--- config.mk ---
export PLATFORM = sky130hd
export DESIGN_NAME = kronos_if
export DESIGN_NICKNAME = d
export VERILOG_FILES = /design/src/rtl/kronos_if.sv
export SDC_FILE = /design/constraint.sdc
export NUM_CORES = 1
export LEC_CHECK = 0
export BUFFER_PORTS_ARGS = -buffer_cell sky130_fd_sc_hd__buf_2
export CORE_MARGIN = 4
export CORE_UTILIZATION = 35
export CTS_BUF_LIST = sky130_fd_sc_hd__clkbuf_4 sky130_fd_sc_hd__clkbuf_8 sky130_fd_sc_hd__clkbuf_16
export DETAILED_ROUTE_END_ITERATION = 10
export SYNTH_ARGS = -nofsm -noshare
export SYNTH_HDL_FRONTEND = slang
export SYNTH_SLANG_ARGS = --single-unit
--- constraint.sdc ---
create_clock -name clk -period 3.2 [get_ports clk]
set_clock_uncertainty 0.2 [all_clocks]
set_input_delay 0.16 -clock clk [delete_from_list [all_inputs] [get_ports clk]]
set_output_delay 0.16 -clock clk [all_outputs]
set_load 0.01 [all_outputs]
--- src/rtl/kronos_if.sv ---
// -----------------------------------------------------------------------------
// kronos_if -- instruction fetch stage
//
// Purpose:
//   Fetches instruction words from the instruction memory and hands them to the
//   decoder as {pc, ir} pairs. The memory interface allows one outstanding read
//   at a time. The decoder interface is a valid/ready handshake, backed by a
//   registered output stage and a one-entry skid buffer. A redirect from
//   execute (branch) flushes both stages. If a read is still in flight when the
//   redirect arrives, the stage waits in DROP until that read completes, throws
//   the returned data away, and only then restarts at the new target.
//
// Parameters:
//   BOOT_ADDR      PC loaded while rstz is low
//
// Ports:
//   clk            clock, rising edge
//   rstz           asynchronous active-low reset
//   instr_addr     [31:0] out  read address (current PC)
//   instr_req      out        read request, held until instr_ack
//   instr_data     [31:0] in  read data, valid with instr_ack
//   instr_ack      in         read completion (ignored while instr_req=0)
//   fetch          out        IF/ID payload {pc, ir}
//   fetch_vld      out        payload valid
//   fetch_rdy      in         decoder accepts payload
//   branch         in         one-cycle redirect request
//   branch_target  [31:0] in  redirect PC
// -----------------------------------------------------------------------------
package kronos_if_pkg;
  typedef struct packed {
    logic [31:0] pc;
    logic [31:0] ir;
  } pipeIFID_t;
endpackage

module kronos_if
  import kronos_if_pkg::*;
#(
  parameter logic [31:0] BOOT_ADDR = 32'h0
) (
  input  logic        clk,
  input  logic        rstz,
  output logic [31:0] instr_addr,
  output logic        instr_req,
  input  logic [31:0] instr_data,
  input  logic        instr_ack,
  output pipeIFID_t   fetch,
  output logic        fetch_vld,
  input  logic        fetch_rdy,
  input  logic        branch,
  input  logic [31:0] branch_target
);

  typedef enum logic {
    RUN  = 1'b0,
    DROP = 1'b1
  } state_t;

  state_t      state;
  logic [31:0] pc;        // address of the read being requested
  logic [31:0] pc_pend;   // redirect target waiting for the dropped read to end
  pipeIFID_t   skid;
  logic        skid_vld;

  logic ack;        // a read completes this cycle
  logic handshake;  // decoder takes the output register this cycle
  logic out_free;   // output register can take new data at this edge

  assign ack        = instr_req & instr_ack;
  assign handshake  = fetch_vld & fetch_rdy;
  assign out_free   = ~fetch_vld | fetch_rdy;
  assign instr_addr = pc;

  always_ff @(posedge clk or negedge rstz) begin
    if (!rstz) begin
      state     <= RUN;
      pc        <= BOOT_ADDR;
      pc_pend   <= BOOT_ADDR;
      instr_req <= 1'b0;
      fetch     <= '0;
      fetch_vld <= 1'b0;
      skid      <= '0;
      skid_vld  <= 1'b0;
    end else begin
      case (state)
        RUN: begin
          if (branch) begin
            // Redirect wins over any ack or handshake in the same cycle.
            fetch_vld <= 1'b0;
            skid_vld  <= 1'b0;
            if (instr_req && !instr_ack) begin
              // The read cannot be withdrawn: keep it on the bus and drop its data.
              pc_pend <= branch_target;
              state   <= DROP;
            end else begin
              // Nothing in flight (or it finishes now and is discarded).
              pc        <= branch_target;
              instr_req <= 1'b1;
            end
          end else if (ack) begin
            // A request is only issued while the skid buffer is empty, so an
            // ack never meets a full skid buffer.
            pc <= pc + 32'd4;
            if (out_free) begin
              fetch.pc  <= pc;
              fetch.ir  <= instr_data;
              fetch_vld <= 1'b1;
              instr_req <= 1'b1;
            end else begin
              skid.pc   <= pc;
              skid.ir   <= instr_data;
              skid_vld  <= 1'b1;
              instr_req <= 1'b0;
            end
          end else if (handshake) begin
            if (skid_vld) begin
              fetch    <= skid;
              skid_vld <= 1'b0;
            end else begin
              fetch_vld <= 1'b0;
            end
            instr_req <= 1'b1;
          end else begin
            // A pending request stays up (skid is empty while it is pending);
            // otherwise request again as soon as the skid buffer is free.
            instr_req <= ~skid_vld;
          end
        end

        DROP: begin
          // instr_req is high for the whole stay in DROP; address is frozen.
          if (ack) begin
            pc    <= branch ? branch_target : pc_pend;
            state <= RUN;
          end else if (branch) begin
            pc_pend <= branch_target;
          end
        end

        default: state <= RUN;
      endcase
    end
  end

endmodule

# [Yosys cells after proc, flatten, opt, wreduce, memory -nomap -nowiden]
# Index checks and enable logic that the tools add are counted.
[word_totals] register_bits=196
[op_classes] n_reduce_logical=12 n_eq_ne=11 mux=32 n_bitwise=8 n_addsub=1
[op_table] operator="two-way mux 32 bit" count=8
[op_table] operator="two-way mux 64 bit" count=4
[op_table] operator="case mux 32 bit (2 select lines)" count=2
[op_table] operator="adder 32 x 3 -> 32 bit, second input constant" count=1
[op_table] operator="two-way mux 1 bit" count=17
[op_table] operator="!= test 3 bit, second input constant" count=3
[op_table] operator="AND reduction 3 bit" count=3
[op_table] operator="!= test 2 bit, second input constant" count=4
[op_table] operator="AND reduction 4 bit" count=2
[op_table] operator="!= test 3 x 2 -> 1 bit, second input constant" count=2
[op_table] operator="NOT 1 bit" count=5
[op_table] operator="AND reduction 5 bit" count=1
[op_table] operator="!= test 2 x 1 -> 1 bit, second input constant" count=2
[op_table] operator="nonzero test 2 bit" count=2
[op_table] operator="nonzero test 3 bit" count=1
[op_table] operator="AND 1 bit" count=2
[op_table] operator="case mux 1 bit (2 select lines)" count=1
[op_table] operator="AND reduction 2 bit" count=1
[op_table] operator="logical AND 1 bit" count=1
[op_table] operator="zero test 1 bit" count=1
[op_table] operator="OR 1 bit" count=1

# [Longest topological paths before layout]
[depth] word_depth=5 ltp_mapped=8 mapped_depth_nobuf=6

# [Least setup slack after synthesis]
# No wires, ideal clock.
[synth_timing] kind="register -> register" startpoint="reg pc[2], in the netlist instr_addr[2]" endpoint="reg pc[24], in the netlist instr_addr[24]" path_stages_with_launch=8 period_less_slack_ps=2233 n_path_buf=1 setup_time_ps=132 path_slack_ps=967 required_time_ps=2868 t_arrival_ps=1901 path_cell_list="dfrtp_1 -> ha_1 -> nand3_1 -> or4_4 -> buf_6 -> nor3_4 -> xnor2_1 -> o21ai_1"
[synth_between] elab_chain_len=4
[synth_lines] item="start: declaration" line="60" rtl="logic [31:0] pc;"
[synth_lines] item="start signal: assignment" line="97" rtl="pc <= branch_target;"
[synth_lines] item="start signal: assignment" line="103" rtl="pc <= pc + 32'd4;"
[synth_lines] item="start signal: assignment" line="133" rtl="pc <= branch ? branch_target : pc_pend;"
[synth_lines] item="adder 32 x 3 -> 32 bit" line="103"
[synth_lines] item="two-way mux 32 bit" line="100" rtl="end else if (ack) begin"
[synth_lines] item="two-way mux 32 bit" line="87" rtl="if (branch) begin"
[synth_lines] item="case mux 32 bit (2 select lines)" line="85" rtl="case (state)"
# Every way passes these cells. The select of a mux whose other input is x is not followed.
# A chain may end at the register's enable or synchronous reset.

# [Worst setup path in the final report]
[layout_timing] startpoint="reg instr_req" endpoint="reg pc[17], in the netlist instr_addr[17]"
[layout_between] elab_chain_len=3 elab_cells_between_ends=6
[layout_lines] item="start: declaration" line="44" rtl="output logic instr_req,"
[layout_lines] item="start signal: assignment" line="126" rtl="instr_req <= ~skid_vld;"
[layout_lines] item="AND 1 bit / logical AND 1 bit (equally long branches)" line="69, 91"
[layout_lines] item="!= test 3 bit (no source line) / != test 2 x 1 -> 1 bit (equally long branches)"
[layout_lines] item="AND reduction 3 bit (no source line) *"
# Mark *: on every way between the ends. The rest lies on a longest branch, timed or not.

==> impl_metrics.env <==
export IMPL_place_hpwl_um=16320
export IMPL_grt_max_degree=129
export IMPL_clock_latency_ns=0.43
export IMPL_final_area_mm2=0.01142
export IMPL_vias_per_cell=5.095
export IMPL_syn_nets=945
export IMPL_synth_ff_type="dfrtp_1"
export IMPL_placed_cell_area_mm2=0.01013
export IMPL_hp_class="primary input to register"
export IMPL_dieHeight_um=167.6
export IMPL_portBuffers=166
export IMPL_cp_arrival_ns=2.60
export IMPL_multi_input_area_mm2=0.003732
export IMPL_die_area_mm2=0.02810
export IMPL_yosysTopAreaCell="dfrtp_1"
export IMPL_drc=0
export IMPL_gp_congestion=0.8760
export IMPL_nets=1155
export IMPL_slew_headroom_pct=41.71
export IMPL_seq_area_mm2=0.004905
export IMPL_ctsResizeCount=0
export IMPL_ys_ff_latch=196
export IMPL_syn2layout_area_growth_pct=28.01
export IMPL_netlist_instances=875
export IMPL_antenna_found_initial=0
export IMPL_min_from="instr_ack"
export IMPL_reg2reg_from="instr_req"
export IMPL_syn_area_mm2=0.008920
export IMPL_tightestPinTransition_ns=0.8743
export IMPL_p_per_area_mw_per_mm2=946.0
export IMPL_cts_sinks=196
export IMPL_ys_top_cells_by_area="dfrtp_1 55%, mux2_2 9.8%, nand2_1 6.9%"
export IMPL_grt_pass1_wl_um=39650
export IMPL_clkSlewWorstSetupHoldPaths_ns=0.07
export IMPL_wire_per_inst_um=17.30
export IMPL_status="finished clean"
export IMPL_die_w_um=167.6
export IMPL_cp_end_kind="register"
export IMPL_yosysUniqueCellTypes=54
export IMPL_grt_overflow_total=0
export IMPL_rsz0062_at_grt="no"
export IMPL_yosysWarnings=0
export IMPL_wl_um=24680
export IMPL_yosysMostFrequentCell="dfrtp_1"
export IMPL_gr_usage_all_layers_pct=17.53
export IMPL_leakagePower_nw=5.090
export IMPL_fillers=2452
export IMPL_drv_cap=0
export IMPL_synth_area_per_cell_um2=10.19
export IMPL_synth_edf_count=0
export IMPL_grt_pass1_vias=6980
export IMPL_drive_gt1_share_pct=28.44
export IMPL_power_mw=10.80
export IMPL_max_freq_ghz=0.4007
export IMPL_async_reset_ff_share_pct=100.0
export IMPL_ys_seq_area_share_pct=54.99
export IMPL_worst_ep_required_time_ns=3.31
export IMPL_ios=167
export IMPL_cts_max_level=4
export IMPL_slew_violations=0
export IMPL_crit_path_start="instr_req"
export IMPL_holdWs_ns=0.08920
export IMPL_start_kind="register"
export IMPL_finalCritPeriodShare_pct=77.99
export IMPL_fin_setup_tns_ns=0
export IMPL_clockBufferDepth=2
export IMPL_clockRootBuffer="clkbuf_16"
export IMPL_hold_violations=0
export IMPL_yosys_top_cells_count="196 x dfrtp_1, 163 x nand2_1, 90 x nor2_1, 78 x mux2_2, 70 x a31oi_1"
export IMPL_antenna_cells=0
export IMPL_ant_nets=0
export IMPL_dr_pass1_iters=5
export IMPL_crit_fanout=50
export IMPL_core_area_mm2=0.02511
export IMPL_period_minus_slack_ns=2.496
export IMPL_rows=58
export IMPL_start_util_pct=35.52
export IMPL_setup_viol=0
export IMPL_worst_setup_path_type="register to register"
export IMPL_route_vias_total=7270
export IMPL_numCtsBuffers=17
export IMPL_synth_top_area_share_pct=54.99
export IMPL_cts_tree="yes"
export IMPL_drtIter0Drc=559
export IMPL_peakVddDrop_uv=386.7
state kept, by name, summed over array words and instances, names as in the netlist:
name,cells
skid_vld,1
fetch_vld,1
state,1
skid,64
instr_addr,32
pc_pend,32
fetch,64
instr_req,1
layout by cell type (no fill, tap or decap), types with 17 or more instances in the layout:
cell type / instances
clkbuf_16: 17
nand3_1: 17
a21oi_1: 36
a31oi_1: 69
mux2_2: 78
nand2_1: 162
dfrtp_1: 196
dlygate4sd3_1: 67
nor2_1: 90
buf_4: 20
buf_2: 165
o21ai_0: 27
stage by stage:
| stage | util, % | worst slack (ns) | std cells |
|---|---|---|---|
| 2_1_floorplan | - | 0.9675 | 875 |
| 3_3_place_gp | 40.34 | 0.7833 | 1329 |
| 3_5_place_dp | 40.34 | 0.7406 | 1329 |
| 4_1_cts | 45.48 | 0.7191 | 1427 |
| 5_1_grt | 45.48 | 0.4698 | 1427 |
| 6_report | 45.48 | 0.7042 | 1427 |
routing by layer:
layer	vias up	global-route usage [%]	part of all wire (%)
met1	3528	25.74	48
met4	0	4.764	1.4
met3	23	2.762	4.5
met5	-	0	0
met2	199	27.08	46
li1	3520	-	-
final cells by class:
class | instances | share of cell area (%)
clock inverter | 12 | 1.556
clock buffer | 19 | 3.857
inverter | 8 | 0.2630
timing repair buffer | 256 | 15.07
multi-input combinational | 606 | 32.69
tap | 330 | 3.616
sequential | 196 | 42.95
cell families after synthesis:
kind of cell | after synthesis | share of synthesized area [%]
and+or+nand+nor | 310 | 14.81
muxes | 98 | 12.29
AOI/OAI and AO/OA | 188 | 13.41
buffers and inverters | 73 | 3.479
xor gates and xnor gates | 9 | 0.8837
adders and majority gates | 1 | 0.1402
DFF | 196 | 54.99
critical path, stage by stage (launching register included):
cell and delay (ns):
dfrtp_1 0.43, and2_2 0.59, buf_4 0.59, nand2_1 0.21, o21ai_0 0.11, a22o_1 0.14, a21oi_1 0.06
timing repair:
action / in CTS / in global routing
buffers inserted: 0 / 0
setup endpoints to repair: 0 / 0
hold buffers: 67 / 0
endpoints found under the hold margin: 204 / 0
path summary, 6_finish.rpt:
path,endpoint,slack [ns],depth (start not counted)
max,instr_addr[17],0.70,6
min,instr_addr[22],0.09,5
max reg2reg,instr_addr[17],0.70,6
min reg2reg,skid[60],0.28,2
max in group asynchronous,skid[60],1.80,3
min in group asynchronous,fetch[1],0.14,2
power breakdown:
part	internal, mW	switching (mW)	total, mW
clock network	1.33	0.965	2.29
logic	1.75	2.03	3.78
registers	3.70	1.03	4.73
No activity file was read; power rests on OpenSTA's default activity.
